$ cat src/rtl/mac_result_drain.sv
// Snapshots NUM_PE PE accumulators on acc_done and streams them out over valid/ready.
// Optional arg-max class report at the end of each drain: define MAC_DRAIN_ARGMAX_EN.
module mac_result_drain #(
    parameter int NUM_PE = 10,
    parameter int DW     = 32,
    parameter int IDXW   = 4
) (
    input  logic                 clk,
    input  logic                 rst,
    input  logic                 acc_done,
    input  logic [NUM_PE*DW-1:0] p_flat,
    output logic                 out_valid,
    input  logic                 out_ready,
    output logic [DW-1:0]        out_data,
    output logic [IDXW-1:0]      out_idx,
    output logic                 out_last,
    output logic                 busy,
    output logic                 overrun
`ifdef MAC_DRAIN_ARGMAX_EN
    ,
    output logic                 class_valid,
    output logic [IDXW-1:0]      class_idx,
    output logic [DW-1:0]        class_max
`endif
);

    typedef enum logic {IDLE, SEND} state_t;

    localparam logic [IDXW-1:0] LAST = IDXW'(NUM_PE - 1);

    state_t          state_q;
    logic [DW-1:0]   shadow_q [NUM_PE];
    logic [IDXW-1:0] idx_q;
    logic [DW-1:0]   data_q;
    logic            valid_q;
    logic            last_q;
    logic            busy_q;
    logic            overrun_q;

    logic            hs;
    logic            at_last;
    logic [IDXW-1:0] nxt_idx;

    assign hs      = valid_q & out_ready;
    assign at_last = (idx_q == LAST);
    assign nxt_idx = idx_q + 1'b1;

`ifdef MAC_DRAIN_ARGMAX_EN
    logic [DW-1:0]   max_q;
    logic [IDXW-1:0] maxidx_q;
    logic            cls_valid_q;
    logic [IDXW-1:0] cls_idx_q;
    logic [DW-1:0]   cls_max_q;
    logic [DW-1:0]   max_d;
    logic [IDXW-1:0] maxidx_d;

    // Word 0 seeds the running max; strict > keeps the lowest index on ties.
    always_comb begin
        max_d    = max_q;
        maxidx_d = maxidx_q;
        if (idx_q == '0 || $signed(data_q) > $signed(max_q)) begin
            max_d    = data_q;
            maxidx_d = idx_q;
        end
    end
`endif

    always_ff @(posedge clk) begin
        if (rst) begin
            state_q   <= IDLE;
            idx_q     <= '0;
            data_q    <= '0;
            valid_q   <= 1'b0;
            last_q    <= 1'b0;
            busy_q    <= 1'b0;
            overrun_q <= 1'b0;
            for (int k = 0; k < NUM_PE; k++) begin
                shadow_q[k] <= '0;
            end
`ifdef MAC_DRAIN_ARGMAX_EN
            max_q       <= '0;
            maxidx_q    <= '0;
            cls_valid_q <= 1'b0;
            cls_idx_q   <= '0;
            cls_max_q   <= '0;
`endif
        end else begin
`ifdef MAC_DRAIN_ARGMAX_EN
            cls_valid_q <= 1'b0;
`endif
            case (state_q)
                IDLE: begin
                    if (acc_done) begin
                        for (int k = 0; k < NUM_PE; k++) begin
                            shadow_q[k] <= p_flat[k*DW +: DW];
                        end
                        data_q  <= p_flat[DW-1:0];
                        idx_q   <= '0;
                        last_q  <= (NUM_PE == 1);
                        valid_q <= 1'b1;
                        busy_q  <= 1'b1;
                        state_q <= SEND;
                    end
                end
                SEND: begin
                    if (acc_done) begin
                        overrun_q <= 1'b1;
                    end
                    if (hs) begin
`ifdef MAC_DRAIN_ARGMAX_EN
                        max_q    <= max_d;
                        maxidx_q <= maxidx_d;
`endif
                        if (at_last) begin
                            idx_q   <= '0;
                            last_q  <= 1'b0;
                            valid_q <= 1'b0;
                            busy_q  <= 1'b0;
                            state_q <= IDLE;
`ifdef MAC_DRAIN_ARGMAX_EN
                            cls_valid_q <= 1'b1;
                            cls_idx_q   <= maxidx_d;
                            cls_max_q   <= max_d;
`endif
                        end else begin
                            idx_q  <= nxt_idx;
                            data_q <= shadow_q[nxt_idx];
                            last_q <= (nxt_idx == LAST);
                        end
                    end
                end
                default: state_q <= IDLE;
            endcase
        end
    end

    assign out_valid = valid_q;
    assign out_data  = data_q;
    assign out_idx   = idx_q;
    assign out_last  = last_q;
    assign busy      = busy_q;
    assign overrun   = overrun_q;

`ifdef MAC_DRAIN_ARGMAX_EN
    assign class_valid = cls_valid_q;
    assign class_idx   = cls_idx_q;
    assign class_max   = cls_max_q;
`endif

endmodule

$ cat config.mk
export PLATFORM = sky130hd
export DESIGN_NAME = mac_result_drain
export DESIGN_NICKNAME = d
export VERILOG_FILES = /design/src/rtl/mac_result_drain.sv
export SDC_FILE = /design/constraint.sdc
export NUM_CORES = 1
export LEC_CHECK = 0
export CAP_MARGIN = 25
export CORE_ASPECT_RATIO = 1.2
export CORE_UTILIZATION = 46
export CTS_BUF_LIST = sky130_fd_sc_hd__clkbuf_16
export DETAILED_ROUTE_END_ITERATION = 12
export GPL_ROUTABILITY_DRIVEN = 0
export PLACE_DENSITY = 0.82
export SETUP_SLACK_MARGIN = 0.5
export SLEW_MARGIN = 25
export SYNTH_ARGS = -nofsm -noshare
export SYNTH_HDL_FRONTEND = slang
export SYNTH_SLANG_ARGS = --single-unit
export TNS_END_PERCENT = 30
$ cat constraint.sdc
create_clock -name clk -period 10.1 [get_ports clk]
set_input_delay 1.515 -clock clk [delete_from_list [all_inputs] [get_ports clk]]
set_output_delay 1.515 -clock clk [all_outputs]
set_load 0.02 [all_outputs]
* After elaboration in Yosys (flattened, before gate mapping)
Memory sizes are Yosys's and may differ from the RTL's.
Index checks and enable logic that the tools add are counted.
** Operators by class
- Add/sub/neg operators :: 1
- Equal/unequal tests :: 6
- Mux-type cells :: 35
- Bitwise operators :: 12
- Reduce and logical (&&, ||, !) cells :: 4
** Operators with widths (number)
- $mux 32 :: 13
- $pmux 32 s2 :: 1
- $mux 1 :: 14
- $mux 4 :: 3
- $or 1x1->1 :: 10
- $eq 4x4->1 const B :: 2
- $pmux 4 s2 :: 1
- $pmux 1 s2 :: 3
- $reduce_and 3->1 :: 2
- $add 4x1->4 const B :: 1
- $ne 2x1->1 const B :: 2
- $ne 2x2->1 const B :: 2
- $reduce_and 2->1 :: 2
- $and 1x1->1 :: 1
- $not 1->1 :: 1
** Word-level totals
- Register bits :: 40
- Bits in writable memories :: 320
- Input bits :: 324
- Output and inout port bits :: 40
- Logic and storage cells :: 65
- Memories kept :: 1
** Memories
- shadow_q :: words 10, width 32, read ports 1, clocked after Yosys merged registers in 0, wr ports 10, line 32 : logic [DW-1:0] shadow_q [NUM_PE];

* Logic depth before layout (Yosys ltp)
- Word-level depth :: 5
- Depth in mapped cells :: 11
- Mapped depth without buffers :: 6

* Worst setup path before layout
OpenSTA, ideal clock, no wires.
- Path type :: in2reg
- Start point :: input port rst
- End point :: register data_q[20] (netlist: out_data[20])
- Setup time :: 0.119 ns
- Data arrival time :: 10.648 ns
- Required time :: 9.981 ns
- Slack :: -0.666 ns
- Stages on the path :: 4
- Buffers on the path :: 1
- Path through :: nand2b_1 > nor2_1 > clkbuf_1 > o2bb2ai_1
** RTL lines
- start, declared :: line 9 : input logic rst,
- end signal, assigned :: line 97 : data_q <= p_flat[DW-1:0];
- end signal, assigned :: line 127 : data_q <= shadow_q[nxt_idx];
- end, declared :: line 34 : logic [DW-1:0] data_q;

* Worst setup path in the final report
- Start point :: register idx_q[0] (netlist: out_idx[0])
- End point :: output port out_idx[0]
** RTL lines
- start, declared :: line 33 : logic [IDXW-1:0] idx_q;
- start signal, assigned :: line 126 : idx_q <= nxt_idx;
- end, declared :: line 15 : output logic [IDXW-1:0] out_idx,
No word-level cell between the ends.

==> run_results.csv <==
group,metric,value,unit
clocking,cts_tree,"yes",
route,route.detailed.wl_per_inst,21.15,µm
timing,share_of_the_cycle_needed_by_the_critical_path_after_routing,42.66,%
clocking,count_of_hold_buffers_inserted_by_post_cts_repair,0,
layout,finalNetCount,1724,
grt,maximum_number_of_pins_on_one_net_before_global_route_repair,198,
clocking,cts_root_buffer,"clkbuf_16",
yosys,synth.ff_latch_count,360,
setup_path,timing.critical_path.arrival,2.79,ns
layout,flow.area_growth_from_synthesis,32.14,%
clocking,cts.sink_count,360,
yosys,synth.lib_cells_used.distinct,34,
grt,antenna_found_initial,4,
yosys,syn_avg_cell_area,15.30,µm²
clocking,postCtsSetupBuffers,0,
setup_path,critical-path-top-delay-family,"buffers and inverters",
setup_path,cp_slowest_stage_delay,0.75,ns
yosys,yosys.area.top_type_share,59.03,%
route,detail_route.drc_violations,0,
route,wl,40.01,mm
timing,relSlewSlack,32.03,%
grt,globalRouteMet2Util,38.39,%
grt,top_usage_layer,"met2",
yosys,synth_common_cells,"and2_1 (320), edfxtp_1 (320), clkbuf_1 (56)",
route,final_antenna_net_count,0,
layout,multiInputGateArea,0.005497,mm²
power_and_ir_drop,vdd.ir_drop.worst,0.08776,mV
clocking,cts.reportedPaths.clkPinSlew,0.06,ns
yosys,ys_async_rst_share,0,%
setup_path,critical-path-slowest-cell,"clkdlybuf4s50_1",
timing,tightest_slew,1.020,ns
yosys,ys_seq_area_share,63.95,%
yosys,synth_top_cell_by_area,"edfxtp_1",
route,routed_via_density,5.413,
job,maxcap_violations,0,
yosys,post_synth_instance_area,0.01628,mm²
worst_hold_path,class_of_the_worst_hold_path,"reg -> reg",
timing,worst_clock_skew,0.01301,ns
grt,gr-total-overflow,0,
floorplan,start_util,46.63,%
setup_path,critical_path.max_fanout,44,
placed_design,io_buffer_count,363,
timing,final.min_clock_period,4.309,ns
layout,num-fill-cells,2563,
power_and_ir_drop,power-per-cell-area,161.5,mW/mm²
floorplan,placeableCoreArea,0.03491,mm²
grt,grt_pass1_wl,60.41,mm
yosys,yosys_most_used_dff,"edfxtp_1",
layout,seq_area,0.01042,mm²
yosys,mappedNetlistNets,1391,
floorplan,die_w,173.7,µm
timing,worst_hold_slack,0.4587,ns
grt,groute.layer.met1.usage,26.09,%
floorplan,fp.dieH,208.1,µm
yosys,netlist_instances,1064,
setup_path,critical_path.cell_chain,"buf_4, clkdlybuf4s50_1",
setup_path,cp.required,8.59,ns
grt,track_usage,22.04,%
layout,drive_gt1_share,8.906,%
timing,unrepaired_setup_endpoints_after_global_routing,"no",
yosys,netlist_top_cells_area,"edfxtp_1 (59%), and2_1 (12%), mux4_1 (7.7%), dfxtp_1 (4.9%), mux2_2 (2.2%)",
power_and_ir_drop,power_leakage,0.007887,µW
clocking,cts_buffers,37,
grt,first_global_vias,10830,
timing,fmaxAchievable,0.2321,GHz
setup_path,crit_type,"reg -> out",
setup_path,critical_path.endpoint_type,"output port",
floorplan,boundaryPins,364,
timing,final_hold_viol_count,0,
setup_path,cp.buffers_inverters,2,
grt,grt_util_met3,4.075,%
route,route.vias.total,10240,
clocking,clockBufferDepth,3,
clocking,cts.htree.levels,2,
floorplan,rows,75,
floorplan,dieArea,0.03615,mm²
timing,slew_violations,0,
route,dr.first_iter.drc_count,706,
timing,setup_violations,0,
yosys,synth-edff-count,320,
route,detailedRoute.firstPassIterationCount,5,
clocking,clkLatencyLatePin,0.52,ns
yosys,yosys_warnings,0,
status,status,"completed",
placed_design,place.detailed.hpwl,25.60,mm
clocking,postCtsResizedCells,0,
timing,final.setup.tns,0,ns
setup_path,start_kind,"flip-flop",
==> layout make-up <==
cell class                 count  share of cell area [%]
timing repair buffer         377                   17.85
clock buffer                  39                   4.537
clock inverter                29                  0.8725
antenna                        4                 0.04654
inverter                       2                 0.03490
multi-input combinational    619                   25.55
sequential                   360                   48.42
tap                          462                   2.687
==> worst register-to-register path: stages, from the launching register on <==
cell	delay, ns
dfxtp_4	0.72
buf_4	0.74
ha_1	0.44
xor2_4	0.44
buf_4	0.51
mux2_2	0.41
a32oi_1	0.19
o2bb2ai_1	0.10
==> metal layers <==
metal	up-vias	share of wire, %	routed length, µm
li1	4668	-	-
met1	5019	38	15180
met2	448	51	20440
met3	106	6.2	2480
met4	0	4.8	1911
met5	-	0	0
==> registers in the layout, summed over array words and instances, names as in the netlist <==
| register | count |
|---|---|
| out_last | 1 |
| out_data | 32 |
| out_idx | 4 |
| shadow_q | 320 |
| busy | 1 |
| overrun | 1 |
| state_q | 1 |
==> stage by stage <==
stage	setup WS, ns	cells	utilization (%)	cell area (µm²)	power (µW)
floorplan	3.408	1064	-	16280	1990
global placement	5.880	1816	57.92	20220	2173
detailed placement	5.744	1817	58.00	20250	2190
CTS	5.724	1885	61.33	21410	3496
global route	5.658	1892	61.62	21510	3585
finish	5.791	1892	61.62	21510	3475
==> power by group <==
group	switching (µW)	internal, µW
sequential	35.1	1740
clock	561	752
combinational	164	222
==> cells by family after synthesis <==
family / count (synthesis) / share of synthesized area [%]
muxes: 128 / 14.14
AOI/OAI and AO/OA: 108 / 4.827
and+or+nand+nor: 378 / 13.93
adders and majority gates: 3 / 0.2306
buffers and inverters: 85 / 2.813
DFF: 360 / 63.95
xor gates and xnor gates: 2 / 0.1076
==> path summary, 6_finish.rpt <==
path / slack, ns / start / endpoint / depth (start not counted)
setup reg to reg: 6.45 / out_idx[0] / out_data[14] / 7
hold reg to reg: 0.46 / out_data[19] / out_data[19] / 1
hold / removal: 0.46 / out_data[19] / out_data[19] / 1
setup / recovery: 5.79 / out_idx[0] / out_idx[0] / 2
==> layout by cell type (no fill, tap or decap), drive strengths merged, types with 32 or more instances in the layout <==
| master | instances |
|---|---|
| a32oi | 32 |
| and2 | 321 |
| clkbuf | 39 |
| clkdlybuf4s50 | 363 |
| dfxtp | 40 |
| edfxtp | 320 |
| mux2 | 32 |
| mux2i | 32 |
| mux4 | 64 |
| nand2 | 36 |
| o21ai | 35 |
| o2bb2ai | 32 |
(Power assumes the default switching activity.)
